`src/rtl/im_loader_if.sv`:
```
// Host byte stream, IM write port and loader status, bundled for the im_loader boundary.
// The master side is the loader itself; the slave side is the host/IM/CPU environment.
interface im_loader_if;
    logic [7:0]  rx_data;
    logic        rx_valid;
    logic        rx_ready;
    logic        im_we;
    logic [31:0] im_addr;
    logic [31:0] im_wdata;
    logic        busy;
    logic        done;
    logic        err;
    logic        cpu_hold;

    modport master (
        input  rx_data, rx_valid,
        output rx_ready, im_we, im_addr, im_wdata, busy, done, err, cpu_hold
    );

    modport slave (
        output rx_data, rx_valid,
        input  rx_ready, im_we, im_addr, im_wdata, busy, done, err, cpu_hold
    );
endinterface

```
`src/rtl/im_loader.sv`:
```
// Boot-time instruction-memory loader: parses CMD/LEN/data/CSUM packets from a byte stream,
// writes 32-bit words into the IM and holds the CPU in reset until a main program loads.
module im_loader #(
    parameter logic [31:0] BASE_ADDR     = 32'h0000_3000,
    parameter int unsigned MAIN_WORDS    = 1120,
    parameter int unsigned HANDLER_BASE  = 1120,
    parameter int unsigned HANDLER_WORDS = 928
) (
    input logic         clk,
    input logic         reset,
    im_loader_if.master bus
);

    typedef enum logic [2:0] {
        StIdle, StLenHi, StLenLo, StData, StWrite, StCsum
    } state_e;

    state_e      state_q, state_d;
    logic        handler_q, handler_d;  // 1: handler region, 0: main region
    logic [7:0]  len_hi_q, len_hi_d;
    logic [7:0]  csum_q, csum_d;
    logic [23:0] word_q, word_d;
    logic [1:0]  byte_cnt_q, byte_cnt_d;
    logic [11:0] idx_q, idx_d;
    logic [10:0] remain_q, remain_d;
    logic        we_q, we_d;
    logic [31:0] addr_q, addr_d;
    logic [31:0] wdata_q, wdata_d;
    logic        done_q, done_d;
    logic        err_q, err_d;
    logic        hold_q, hold_d;

    logic        accept;
    logic        busy;
    logic [15:0] len;
    logic [15:0] limit;
    logic [11:0] start;

    assign busy   = (state_q != StIdle);
    assign accept = bus.rx_valid && (state_q != StWrite);
    assign len    = {len_hi_q, bus.rx_data};
    assign limit  = handler_q ? 16'(HANDLER_WORDS) : 16'(MAIN_WORDS);
    assign start  = handler_q ? 12'(HANDLER_BASE) : 12'd0;

    always_comb begin
        state_d    = state_q;
        handler_d  = handler_q;
        len_hi_d   = len_hi_q;
        csum_d     = csum_q;
        word_d     = word_q;
        byte_cnt_d = byte_cnt_q;
        idx_d      = idx_q;
        remain_d   = remain_q;
        we_d       = 1'b0;
        addr_d     = addr_q;
        wdata_d    = wdata_q;
        done_d     = 1'b0;
        err_d      = err_q;
        hold_d     = hold_q;

        // Release the CPU the cycle after a successful main-region load reports done.
        if (done_q && !handler_q) begin
            hold_d = 1'b0;
        end

        unique case (state_q)
            StIdle: begin
                if (accept) begin
                    if (bus.rx_data == 8'h01 || bus.rx_data == 8'h02) begin
                        handler_d = (bus.rx_data == 8'h02);
                        err_d     = 1'b0;
                        csum_d    = 8'h00;
                        state_d   = StLenHi;
                    end else begin
                        err_d = 1'b1;
                    end
                end
            end
            StLenHi: begin
                if (accept) begin
                    len_hi_d = bus.rx_data;
                    csum_d   = csum_q ^ bus.rx_data;
                    state_d  = StLenLo;
                end
            end
            StLenLo: begin
                if (accept) begin
                    csum_d = csum_q ^ bus.rx_data;
                    if (len > limit) begin
                        err_d   = 1'b1;
                        state_d = StIdle;
                    end else if (len == 16'd0) begin
                        state_d = StCsum;
                    end else begin
                        idx_d      = start;
                        remain_d   = len[10:0];
                        byte_cnt_d = 2'd0;
                        state_d    = StData;
                    end
                end
            end
            StData: begin
                if (accept) begin
                    csum_d     = csum_q ^ bus.rx_data;
                    word_d     = {word_q[15:0], bus.rx_data};
                    byte_cnt_d = byte_cnt_q + 2'd1;
                    if (byte_cnt_q == 2'd3) begin
                        we_d    = 1'b1;
                        wdata_d = {word_q, bus.rx_data};
                        addr_d  = BASE_ADDR + {18'd0, idx_q, 2'b00};
                        state_d = StWrite;
                    end
                end
            end
            StWrite: begin
                idx_d    = idx_q + 12'd1;
                remain_d = remain_q - 11'd1;
                state_d  = (remain_q == 11'd1) ? StCsum : StData;
            end
            StCsum: begin
                if (accept) begin
                    if (bus.rx_data == csum_q) begin
                        done_d = 1'b1;
                    end else begin
                        err_d = 1'b1;
                    end
                    state_d = StIdle;
                end
            end
            default: state_d = StIdle;
        endcase
    end

    always_ff @(posedge clk) begin
        if (reset) begin
            state_q    <= StIdle;
            handler_q  <= 1'b0;
            len_hi_q   <= 8'h00;
            csum_q     <= 8'h00;
            word_q     <= 24'h0;
            byte_cnt_q <= 2'd0;
            idx_q      <= 12'd0;
            remain_q   <= 11'd0;
            we_q       <= 1'b0;
            addr_q     <= 32'h0;
            wdata_q    <= 32'h0;
            done_q     <= 1'b0;
            err_q      <= 1'b0;
            hold_q     <= 1'b1;
        end else begin
            state_q    <= state_d;
            handler_q  <= handler_d;
            len_hi_q   <= len_hi_d;
            csum_q     <= csum_d;
            word_q     <= word_d;
            byte_cnt_q <= byte_cnt_d;
            idx_q      <= idx_d;
            remain_q   <= remain_d;
            we_q       <= we_d;
            addr_q     <= addr_d;
            wdata_q    <= wdata_d;
            done_q     <= done_d;
            err_q      <= err_d;
            hold_q     <= hold_d;
        end
    end

    assign bus.rx_ready = (state_q != StWrite);
    assign bus.im_we    = we_q;
    assign bus.im_addr  = addr_q;
    assign bus.im_wdata = wdata_q;
    assign bus.busy     = busy;
    assign bus.done     = done_q;
    assign bus.err      = err_q;
    assign bus.cpu_hold = hold_q | busy;

endmodule

```
`src/flat_wrapper.sv`:
```
// flat-port wrapper written by rule: the top's interface ports become plain ports
module im_loader_flat 
#(
    parameter logic [31:0] BASE_ADDR     = 32'h0000_3000,
    parameter int unsigned MAIN_WORDS    = 1120,
    parameter int unsigned HANDLER_BASE  = 1120,
    parameter int unsigned HANDLER_WORDS = 928
)
  (clk, reset, bus_rx_data, bus_rx_valid, bus_rx_ready, bus_im_we, bus_im_addr, bus_im_wdata, bus_busy, bus_done, bus_err, bus_cpu_hold);
  im_loader_if bus_i ();
  input logic clk;
  input logic reset;
  input wire logic [$bits(bus_i.rx_data)-1:0] bus_rx_data;
  input wire logic [$bits(bus_i.rx_valid)-1:0] bus_rx_valid;
  output wire logic [$bits(bus_i.rx_ready)-1:0] bus_rx_ready;
  output wire logic [$bits(bus_i.im_we)-1:0] bus_im_we;
  output wire logic [$bits(bus_i.im_addr)-1:0] bus_im_addr;
  output wire logic [$bits(bus_i.im_wdata)-1:0] bus_im_wdata;
  output wire logic [$bits(bus_i.busy)-1:0] bus_busy;
  output wire logic [$bits(bus_i.done)-1:0] bus_done;
  output wire logic [$bits(bus_i.err)-1:0] bus_err;
  output wire logic [$bits(bus_i.cpu_hold)-1:0] bus_cpu_hold;
  assign bus_i.rx_data = bus_rx_data;
  assign bus_i.rx_valid = bus_rx_valid;
  assign bus_rx_ready = bus_i.rx_ready;
  assign bus_im_we = bus_i.im_we;
  assign bus_im_addr = bus_i.im_addr;
  assign bus_im_wdata = bus_i.im_wdata;
  assign bus_busy = bus_i.busy;
  assign bus_done = bus_i.done;
  assign bus_err = bus_i.err;
  assign bus_cpu_hold = bus_i.cpu_hold;
  im_loader #(.BASE_ADDR(BASE_ADDR), .MAIN_WORDS(MAIN_WORDS), .HANDLER_BASE(HANDLER_BASE), .HANDLER_WORDS(HANDLER_WORDS)) u_core (.clk(clk), .reset(reset), .bus(bus_i));
endmodule
```
`config.mk`:
```
export PLATFORM = sky130hd
export DESIGN_NAME = im_loader_flat
export DESIGN_NICKNAME = d
export VERILOG_FILES = /design/src/rtl/im_loader_if.sv /design/src/rtl/im_loader.sv /design/src/flat_wrapper.sv
export SDC_FILE = /design/constraint.sdc
export NUM_CORES = 1
export LEC_CHECK = 0
export ABC_AREA = 1
export CELL_PAD_IN_SITES_DETAIL_PLACEMENT = 0
export CELL_PAD_IN_SITES_GLOBAL_PLACEMENT = 1
export CORE_ASPECT_RATIO = 0.6
export CORE_UTILIZATION = 39
export DETAILED_ROUTE_END_ITERATION = 10
export GPL_TIMING_DRIVEN = 0
export PLACE_DENSITY_LB_ADDON = 0.1
export SYNTH_ARGS = -nofsm -noshare
export SYNTH_HDL_FRONTEND = slang
export SYNTH_SLANG_ARGS = --single-unit
```
`constraint.sdc`:
```
create_clock -name clk -period 1.9 [get_ports clk]
set_input_delay 0.285 -clock clk [delete_from_list [all_inputs] [get_ports clk]]
set_output_delay 0.285 -clock clk [all_outputs]
set_load 0.02 [all_outputs]
```
Yosys cells after proc, flatten, opt, wreduce, memory -nomap -nowiden:

Cells that the tools add are included.

* register bits: 137
* input bits: 11
* output and inout port bits: 70
* word-level logic and storage cells: 109

* $add $sub $neg: 4
* order comparisons: 1
* eq/ne operators: 23
* multiplexer cells: 39
* bitwise gates (word level): 5
* reduce and logical (&&, ||, !) cells: 23

Operators by type and width (count)
* $mux 11: 5
* $mux 12: 3
* $mux 3: 10
* $mux 8: 3
* $pmux 12 s2: 1
* $pmux 11 s2: 1
* $ne 2x1->1 const B: 9
* $pmux 3 s6: 1
* $gt 16x16->1: 1
* $logic_not 16->1: 1
* $pmux 8 s2: 1
* $add 14x14->15 const A: 1
* $add 12x1->12 const B: 1
* $eq 11x1->1 const B: 1
* $sub 11x1->11 const B: 1
* $reduce_or 3->1: 3
* $eq 8x1->1 const B: 1
* $eq 8x2->1 const B: 1
* $eq 8x8->1: 1
* $mux 1: 8
* $mux 2: 4
* $reduce_and 4->1: 2
* $xor 8x8->8: 1
* $reduce_and 7->1: 1
* 21 further kinds: 33

Logic depth before layout (Yosys ltp):

* depth after elaboration: 5
* mapped depth: 15
* mapped depth without buffers: 15

Least setup slack after synthesis:

Ideal clock, no wire load.

* path kind: reg-to-reg
* from: reg u_core.handler_q
* to: reg u_core.idx_q[0]
* library setup time: 0.113 ns
* arrival: 1.557 ns
* required time: 1.787 ns
* slack: 0.230 ns
* cell stages (with the launch flop): 13
* buffers on the path: 1
* clock period less this slack: 1.670 ns
* cell sequence: dfxtp_1 -> inv_1 -> ha_1 -> nand2_1 -> inv_1 -> nand2_1 -> nor2_1 -> nand3_1 -> nand3_1 -> nand3_4 -> buf_4 -> o21ai_1 -> inv_1

* longest elaborated chain between the ends: 4

Ends and longest elaborated chain
* start: declaration: RTL line im_loader.sv:19 `logic handler_q, handler_d;`
* start signal: assignment: RTL line im_loader.sv:152 `handler_q <= handler_d;`
* $mux 11: RTL line im_loader.sv:42 `assign limit = handler_q ? 16'(HANDLER_WORDS) : 16'(MAIN_WORDS);`
* $gt 16x16->1: RTL line im_loader.sv:89 `if (len > limit) begin`
* $ne 2x2->1 (no source line)
* $reduce_and 4->1 (no source line)
* end signal: assignment: RTL line im_loader.sv:157 `idx_q <= idx_d;`
* end: declaration: RTL line im_loader.sv:24 `logic [11:0] idx_q, idx_d;`

Every way passes these cells.
A chain may end at the register's enable or synchronous reset.

Final worst setup path:

* from: reg u_core.state_q[1]
* to: out bus_cpu_hold

* longest elaborated chain between the ends: 2

Ends and longest elaborated chain
* start: declaration: RTL line im_loader.sv:18 `state_e state_q, state_d;`
* start signal: assignment: RTL line im_loader.sv:136 `state_q <= StIdle;`
* start signal: assignment: RTL line im_loader.sv:151 `state_q <= state_d;`
* $reduce_bool 3->1: RTL line im_loader.sv:39 `assign busy = (state_q != StIdle);`
* $or 1x1->1: RTL line im_loader.sv:175 `assign bus.cpu_hold = hold_q | busy;`
* end: declaration: RTL line flat_wrapper.sv:22 `output wire logic [$bits(bus_i.cpu_hold)-1:0] bus_cpu_hold;`

Every way passes these cells.

==> results.ini <==
[worst_setup_path]
reg2reg_depth = 14
r2r_start = u_core.handler_q
path_class = flop to output port
cp.depth = 6
crit_family = simple AND/OR/NAND/NOR gates
worst_ep_required_time_ns = 1.62
path_max_fanout = 6
crit_slowest_cell = dfxtp_4
critPathBufInv = 3
crit_path_end_kind = output port
cpPeakStageDelay_ns = 0.36
rrSetupSlack_ns = 0.07
r2r_end = u_core.remain_q[5]
critPathArrivalTime_ns = 1.57
cp-start-kind = flop
path_cells = nor2_4 -> inv_4 -> nor2_2 -> inv_1 -> or2_2 -> buf_4

[drt]
routedWlPerCell_um = 15.70
via_per_inst = 5.100
wl_met3_um = 1126
highest_layer = met4
post-route-drc-count = 0
drtAntennaViolNets = 0
first_pass_iters = 5
vias = 5233
drtIter0Drc = 380
drt-met1-wl_um = 8451
drt-total-wl_um = 16100
wl_met2_um = 6435

[sta]
whs_ns = 0.3269
max_freq_ghz = 0.5387
worst_pin_slew_ns = 0.7488
drv_slew = 0
rsz0062_at_grt = true
skew_ns = 0.01314
max_slew_margin = 0.5008
min_period_ns = 1.856
period_share = 0.9770
hold_viol = 0
setup_viol = 0

[synth]
yosysWarnings = 0
synth_top_area_share = 0.4353
ys_seq_area_frac = 0.4353
netlist_area_um2 = 5426
synth_common_cells = dfxtp_1 (118), nand2_1 (117), nor2_1 (90), o21ai_0 (79), a21oi_1 (72)
ys_top_cells_by_area = dfxtp_1 (44%), nand2_1 (8.1%), o21ai_0 (7.3%)
synth_edf_count = 0
synthMostInstantiatedCell = dfxtp_1
synth_cell_types = 36
syn_avg_cell_area_um2 = 7.333
syn_inst = 740
ys.flop_type = dfxtp_1
synth.largest_area_cell = dfxtp_1
async_flop_share = 0
synth.ff_latch_count = 118

[hold_path]
hp-start = bus_rx_data[6]
whs_path_depth = 3
whs_endpoint = u_core.bus.im_wdata[6]
worstHoldPathType = input pin to flop

[power]
p_leak_uw = 0.003075
peakVddDrop_mv = 0.5713
powerDensity_nw_per_um2 = 848.3

[global_routing]
grt_max_degree = 17
antenna_found_initial = 0
grt_pass1_wl_um = 25490
grt_util_all_layers = 0.2315
grt_remaining_overflow = 0
grt_pass1_vias = 4720

[outcome]
status = complete, no violations

[floorplanning]
die_area_um2 = 14410
chipHeight_um = 93.37
start_util = 0.4107
die_w_um = 154.3
io_pins = 81
rows = 32
core_um2 = 13210

[cells_and_area]
final_util = 0.5428
antennaDiodeCount = 0
layout-drive-gt1-share = 0.1577
layout.nets = 864
final_area_um2 = 7172
fillers = 1285
area_delta_synth_final_pct = 32.17

[run]
maxCapViolCount = 0

[clocking]
clock_sinks = 118
clockBufferDepth = 2
cts_max_level = 4
cts_root_buffer = clkbuf_16
numCtsBuffers = 17
clk_latency_ns = 0.42
cts_hold_buf = 0
clk_pin_slew_ns = 0.06
tritoncts = yes

[placement]
finalWeightedCongestion = 0.8828
numPortBuffers = 60
place_hpwl_um = 11710
place_area_um2 = 6307

power breakdown:
group / switching (uW) / internal [uW] / leakage (uW)
Combinational: 174 / 87.1 / 0.00183
Clock: 1230 / 2110 / 0.000291
Sequential: 3.59 / 2480 / 0.000953
Total: 1410 / 4680 / 0.00308
state kept, by name (all words and copies together), names as in the netlist, 2 cells and up:
name                 flops
u_core.byte_cnt_q        2
u_core.bus.im_wdata     32
u_core.state_q           3
u_core.idx_q            12
u_core.remain_q         11
u_core.bus.im_addr      13
u_core.csum_q            8
u_core.word_q           24
u_core.len_hi_q          8
metal layers:
layer	vias to the layer above	GRT usage
met3	14	0.05190
met4	0	0.04620
met2	169	0.3322
met5	-	0
met1	2444	0.3496
li1	2606	-
worst reg2reg max path, delay by kind of cell, from the launching register on:
| kind | cells | cell delay (ns) |
|---|---|---|
| buffers and inverters | 3 | 0.29 |
| DFF | 1 | 0.41 |
| adders and majority gates | 1 | 0.26 |
| and+or+nand+nor | 10 | 0.74 |
how the worst max path moves through the flow:
stage,from,end,slack [ns]
2_1_floorplan,u_core.handler_q,u_core.idx_q[0],0.23
3_3_place_gp,bus_rx_data[7],u_core.remain_q[5],-0.42
3_5_place_dp,bus_rx_data[7],u_core.remain_q[5],-0.41
4_1_cts,u_core.state_q[0],bus_cpu_hold,-0.0006
5_1_grt,u_core.handler_q,u_core.idx_q[6],-0.01
6_report,u_core.state_q[1],bus_cpu_hold,0.04
cell type report:
| type | count | area [um2] | share of cell area |
|---|---|---|---|
| Tap cell | 170 | 212.7 | 0.02966 |
| Inverter | 73 | 284.0 | 0.03960 |
| Clock buffer | 19 | 442.9 | 0.06176 |
| Sequential cell | 118 | 2374 | 0.3309 |
| Buffer | 52 | 351.6 | 0.04902 |
| Clock inverter | 13 | 170.2 | 0.02373 |
| Timing Repair Buffer | 66 | 669.4 | 0.09334 |
| Multi-Input combinational cell | 515 | 2668 | 0.3719 |
logic make-up (layout without fill, tap and decap cells):
| group | Yosys count | in the layout | share of synthesized area |
|---|---|---|---|
| compound gates | 183 | 183 | 0.1787 |
| fa+ha+maj | 10 | 10 | 0.02306 |
| xor+xnor | 11 | 11 | 0.01775 |
| simple gates | 291 | 292 | 0.2333 |
| buf+inv | 126 | 223 | 0.1111 |
| flops | 118 | 118 | 0.4353 |
| other cells | 1 | 19 | 0.0006911 |
layout by cell type, fill, tap and decap left out, drive strengths merged, types with 3 or more instances in the layout:
cell type / count
o21ai: 100
a21oi: 72
nand3: 58
clkinvlp: 3
bufinv: 3
clkdlybuf4s50: 51
nor2: 97
inv: 76
or2: 4
clkinv: 4
dlymetal6s2s: 6
nand2: 120
nor3: 6
xnor2: 6
xor2: 5
clkbuf: 36
dfxtp: 118
ha: 10
o211a: 6
buf: 43
conb: 19
metrics by stage:
step | setup TNS (ns) | total power (uW) | std cells | worst slack, ns
finish | 0 | 6084 | 1026 | 0.04371
CTS | -0.0005556 | 6103 | 1021 | -0.0005556
detailed placement | -12.45 | 2780 | 988 | -0.4071
global placement | -12.22 | 2779 | 988 | -0.4192
floorplan | 0 | 2695 | 758 | 0.2303
global route | -0.04463 | 6264 | 1026 | -0.01445
timing repair:
action,in CTS,in global routing
cloned,0,2
setup endpoints to repair,28,81
resized for setup,14,60
pin swaps,1,12
buffers inserted,1,4
Power figures use the tool's default switching activity.
